--- src/rtl/capture_sequencer.sv ---
// capture_sequencer: runs one capture of the ramp source into the transfer FIFO (flush, capture, drain, done).
// Latency: fifo_reset high t+1..t+FLUSH_CYCLES after a start edge at t, first src_enable at t+FLUSH_CYCLES+1; outputs registered.
// Backpressure: with CAPSEQ_STALL_EN defined, fifo_full pauses src_enable; otherwise capture runs on and sets sticky overflow.
module capture_sequencer #(
   parameter int CNT_W        = 16,
   parameter int FLUSH_CYCLES = 4
) (
   input  logic             clock,
   input  logic             reset,
   input  logic             start,
   input  logic             abort,
   input  logic [CNT_W-1:0] length,
   input  logic             fifo_full,
   input  logic             fifo_empty,
   output logic             src_enable,
   output logic             fifo_reset,
   output logic [CNT_W-1:0] sample_count,
   output logic             busy,
   output logic             done,
   output logic             overflow
);

   typedef enum logic [2:0] {
      ST_IDLE,
      ST_FLUSH,
      ST_CAPTURE,
      ST_DRAIN,
      ST_DONE
   } state_t;

   localparam logic [7:0] FLUSH_LAST = 8'(FLUSH_CYCLES - 1);

   state_t             state_q, state_d;
   logic               start_q;
   logic [CNT_W-1:0]   len_q, len_d;
   logic [CNT_W-1:0]   cnt_q, cnt_d;
   logic [CNT_W-1:0]   cnt_inc;
   logic [7:0]         flush_q, flush_d;
   logic               src_en_q, src_en_d;
   logic               frst_q, frst_d;
   logic               busy_q, busy_d;
   logic               done_q, done_d;
   logic               ovf_q, ovf_d;
   logic               start_edge;
   logic               src_ok;

   assign start_edge = start & ~start_q;
   assign cnt_inc    = cnt_q + CNT_W'(1);

   // Next state and next registered outputs; abort outranks every other input outside IDLE
   always_comb begin
      state_d  = state_q;
      len_d    = len_q;
      cnt_d    = cnt_q;
      flush_d  = flush_q;
      src_en_d = 1'b0;
      frst_d   = 1'b0;
      ovf_d    = ovf_q;
      src_ok   = 1'b1;

      // A sample issued this cycle is counted even if the run is aborted in the same cycle
      if (src_en_q) begin
         cnt_d = cnt_inc;
      end

`ifdef CAPSEQ_STALL_EN
      src_ok = ~fifo_full;
`else
      src_ok = 1'b1;
      if (src_en_q && fifo_full) begin
         ovf_d = 1'b1;
      end
`endif

      if (abort && (state_q != ST_IDLE)) begin
         state_d = ST_IDLE;
         frst_d  = 1'b1;
      end else begin
         case (state_q)
            ST_IDLE, ST_DONE: begin
               if (start_edge) begin
                  state_d = ST_FLUSH;
                  len_d   = length;
                  cnt_d   = '0;
                  ovf_d   = 1'b0;
                  flush_d = '0;
                  frst_d  = 1'b1;
               end else if ((state_q == ST_DONE) && !start) begin
                  state_d = ST_IDLE;
               end
            end
            ST_FLUSH: begin
               if (flush_q == FLUSH_LAST) begin
                  if (len_q == '0) begin
                     state_d = ST_DRAIN;
                  end else begin
                     state_d  = ST_CAPTURE;
                     src_en_d = src_ok;
                  end
               end else begin
                  flush_d = flush_q + 8'd1;
                  frst_d  = 1'b1;
               end
            end
            ST_CAPTURE: begin
               // The sample that brings the count to length is the last one of the run
               if (src_en_q && (cnt_inc == len_q)) begin
                  state_d = ST_DRAIN;
               end else begin
                  src_en_d = src_ok;
               end
            end
            ST_DRAIN: begin
               if (fifo_empty) begin
                  state_d = ST_DONE;
               end
            end
            default: begin
               state_d = ST_IDLE;
            end
         endcase
      end

      busy_d = (state_d == ST_FLUSH) || (state_d == ST_CAPTURE) || (state_d == ST_DRAIN);
      done_d = (state_d == ST_DONE);
   end

   // State register, start-edge history and registered outputs
   always_ff @(posedge clock or negedge reset) begin
      if (!reset) begin
         state_q  <= ST_IDLE;
         start_q  <= 1'b0;
         len_q    <= '0;
         cnt_q    <= '0;
         flush_q  <= '0;
         src_en_q <= 1'b0;
         frst_q   <= 1'b0;
         busy_q   <= 1'b0;
         done_q   <= 1'b0;
         ovf_q    <= 1'b0;
      end else begin
         state_q  <= state_d;
         start_q  <= start;
         len_q    <= len_d;
         cnt_q    <= cnt_d;
         flush_q  <= flush_d;
         src_en_q <= src_en_d;
         frst_q   <= frst_d;
         busy_q   <= busy_d;
         done_q   <= done_d;
         ovf_q    <= ovf_d;
      end
   end

   assign src_enable   = src_en_q;
   assign fifo_reset   = frst_q;
   assign sample_count = cnt_q;
   assign busy         = busy_q;
   assign done         = done_q;
   assign overflow     = ovf_q;

endmodule

--- config.mk ---
export PLATFORM = sky130hd
export DESIGN_NAME = capture_sequencer
export DESIGN_NICKNAME = d
export VERILOG_FILES = /design/src/rtl/capture_sequencer.sv
export SDC_FILE = /design/constraint.sdc
export NUM_CORES = 1
export LEC_CHECK = 0
export CAP_MARGIN = 20
export CORE_MARGIN = 4
export CORE_UTILIZATION = 30
export DETAILED_ROUTE_END_ITERATION = 6
export GPL_TIMING_DRIVEN = 0
export PLACE_DENSITY = 0.56
export SETUP_SLACK_MARGIN = 0.3
export SLEW_MARGIN = 25
export SYNTH_ARGS = -nofsm -noshare
export SYNTH_HDL_FRONTEND = slang
export SYNTH_SLANG_ARGS = --single-unit
export TNS_END_PERCENT = 20
--- constraint.sdc ---
create_clock -name clock -period 2.95 [get_ports clock]
set_clock_uncertainty 0.1 [all_clocks]
set_input_delay 0.7375 -clock clock [delete_from_list [all_inputs] [get_ports clock]]
set_output_delay 0.7375 -clock clock [all_outputs]
set_load 0.02 [all_outputs]
==> results_dict.tcl <==
set metrics [dict create \
    status "complete, no violations" \
    synth-async-reset-ratio_pct 100 \
    finalWirelength_mm 6.67 \
    drtPass1Iterations 4 \
    wl_per_cell_um 14.1 \
    ir_drop_mv 0.272 \
    post-place-ws_ns 0.0212 \
    cp_num_buf_inv 1 \
    p_leak_nw 1.41 \
    netlist-cell-type-count 48 \
    via_per_inst 4.84 \
    critPathArrivalTime_ns 2.62 \
    final_nets 368 \
    drc 0 \
    cp-start-kind "flop" \
    yosysTopAreaCell "dfrtp_1" \
    io_pins 43 \
    drt_iter0_drc 71 \
    worstSkewPairLatency_ns 0.30 \
    holdCritPathClass "input port to asynchronous set/reset pin" \
    io_buffers 41 \
    crit_path_max_fanout 8 \
    synth-compound-area-share_pct 10.1 \
    synthTopCellsByArea "dfrtp_1 (43%), mux2_2 (6.3%), xnor2_1 (6.1%), xor2_1 (4.0%), nor2_1 (3.8%)" \
    grt_max_degree 50 \
    crit_slowest_cell "or4_4" \
    max_freq_mhz 395 \
    drv_slew 0 \
    synth.avg_cell_area_um2 9.74 \
    yosys.area_share.simple_pct 23.1 \
    synthFlopType "dfrtp_1" \
    yosysTopAreaCellShare_pct 42.7 \
    track_usage_pct 12.2 \
    overflow 0 \
    fillCellCount 965 \
    rsz0062_at_grt "true" \
    gp_congestion 0.819 \
    slowest_delay_ns 0.56 \
    grt_pass1_wl_mm 11.2 \
    yosysWarnings 0 \
    core-area_um2 9280 \
    synth-seq-cells 49 \
    fin_crit_ns 2.53 \
    ant_nets 0 \
    p_per_area_nw_per_um2 631 \
    crit_type "flop to flop" \
    die_w_um 106 \
    synth_area_um2 2870 \
    final_layout_size_suffix_gt1_share_pct 15.7 \
    cts_tree "yes" \
    path_delay_family "simple AND/OR/NAND/NOR gates" \
    clock_sinks 49 \
    dpl.hpwl_mm 5.05 \
    num_rows 35 \
    diodes 0 \
    cts_root_buffer "clkbuf_8" \
    clk_pin_slew_ns 0.09 \
    synth_common_cells "dfrtp_1 (49), nor2_1 (29), xnor2_1 (20)" \
    design_area_um2 3570 \
    finalHoldViolations 0 \
    die_h_um 106 \
    setup_ws_ns 0.419 \
    crit_required_ns 3.04 \
    crit_chain "ha_4, xnor2_1, xnor2_1, or4_4, nor4_4, nand4_4, buf_4, a21oi_1, a211oi_2" \
    placed_area_um2 3440 \
    yosysSeqAreaShare_pct 42.7 \
    synthMuxAreaShare_pct 8.71 \
    antenna_found_initial 0 \
    setup_viol 0 \
    tightest_slew_ns 0.774 \
    htree_levels 2 \
    first_global_vias 2265 \
    dieArea_um2 11200 \
    synthXorXnorAreaFrac_pct 10.6 \
    endpoint_kind "flop" \
    cts.path.max_buffers 2 \
    synth.most_common_cell "dfrtp_1" \
    vias 2296 \
    area_delta_synth_final_pct 24.2 \
    synth_fa_ha_area_share_pct 0.871 \
    cts_buffers 5 \
    fin_crit_sh_pct 85.8 \
    initial_core_util_pct 30.9 \
    crit_top_cell "xnor2_1" \
    synth_edf_count 0 \
    synth_top_family_by_area "simple AND/OR/NAND/NOR gates" \
    slew_headroom_pct 47.7 \
    finish.utilization_pct 38.4 \
    syn-num-nets 319 \
    syn_inst 295 \
    maxCapViolations 0 \
]
## per-stage QoR
step	total power, W	std cells	hold slack [ns]	TNS [ns]
finish	0.00225	474	0.349	0
global route	0.00242	474	0.391	0
CTS	0.00227	473	0.368	0
detailed placement	0.00185	465	0.390	0
global placement	0.00184	465	0.376	-23.75
floorplan	0.00160	295	0.342	0
## cell families (layout without fill, tap and decap cells)
logic type | Yosys count | after routing
and+or+nand+nor | 117 | 117
DFF | 49 | 49
AOI/OAI and AO/OA | 45 | 45
xor gates and xnor gates | 34 | 34
buffers and inverters | 25 | 75
muxes | 23 | 23
adders and majority gates | 2 | 2
## where the power goes
part           internal [W]  switching [W]
clock              0.000169       0.000235
combinational      0.000416       0.000426
sequential         0.000834       0.000172
total               0.00142       0.000833
## state kept, by name, summed over array words and instances, names as in the netlist
signal	count
start_q	1
state_q	3
src_enable	1
done	1
busy	1
sample_count	16
len_q	16
overflow	1
fifo_reset	1
flush_q	8
## cells in the final DEF (no fill, tap or decap), drive strengths merged, types with 7 or more instances in the layout
cell and count:
a21oi 18, buf 11, clkbuf 11, clkdlybuf4s50 40, dfrtp 49, inv 10, mux2 16, mux2i 7
nand2 19, nand3 13, nand4 16, nor2 29, nor3 8, nor4 9, o21ai 8, xnor2 20
xor2 14
## per-layer routing
layer | share of wire (%) | track usage [%] | vias up
met5 | 0 | 0 | -
met1 | 48 | 16.2 | 1104
met4 | 0.94 | 2.78 | 0
met3 | 3.4 | 2.27 | 7
li1 | - | - | 1147
met2 | 48 | 20.7 | 38
## cell type report
class / count / area, um^2 / area share [%]
flip-flops and latches: 49 / 1230 / 34.4
well taps: 129 / 161 / 4.52
repair buffers: 42 / 415 / 11.6
multi-input cells: 221 / 1560 / 43.7
inverters: 10 / 37.5 / 1.05
clock buffers: 5 / 68.8 / 1.93
plain buffers: 15 / 76.3 / 2.14
clock inverters: 3 / 22.5 / 0.631
## final timing paths
kind / from / to / slack (ns) / cells after the start
worst max-delay path: sample_count[1] / flush_q[2] / 0.42 / 9
worst min-delay path: reset / flush_q[7] / 0.35 / 1
worst max register to register: sample_count[1] / flush_q[2] / 0.42 / 9
worst min register to register: overflow / overflow / 0.40 / 2
max in group asynchronous: reset / sample_count[1] / 1.93 / 1
min in group clock: overflow / overflow / 0.40 / 2
## timing repair
| action | CTS | global route |
|---|---|---|
| gates resized for setup | 1 | 6 |
| pin swaps | 0 | 0 |
| buffers inserted | 0 | 1 |
| endpoints found under the setup margin | 4 | 30 |
| hold buffers | 0 | 0 |
Power figures use the tool's default switching activity.
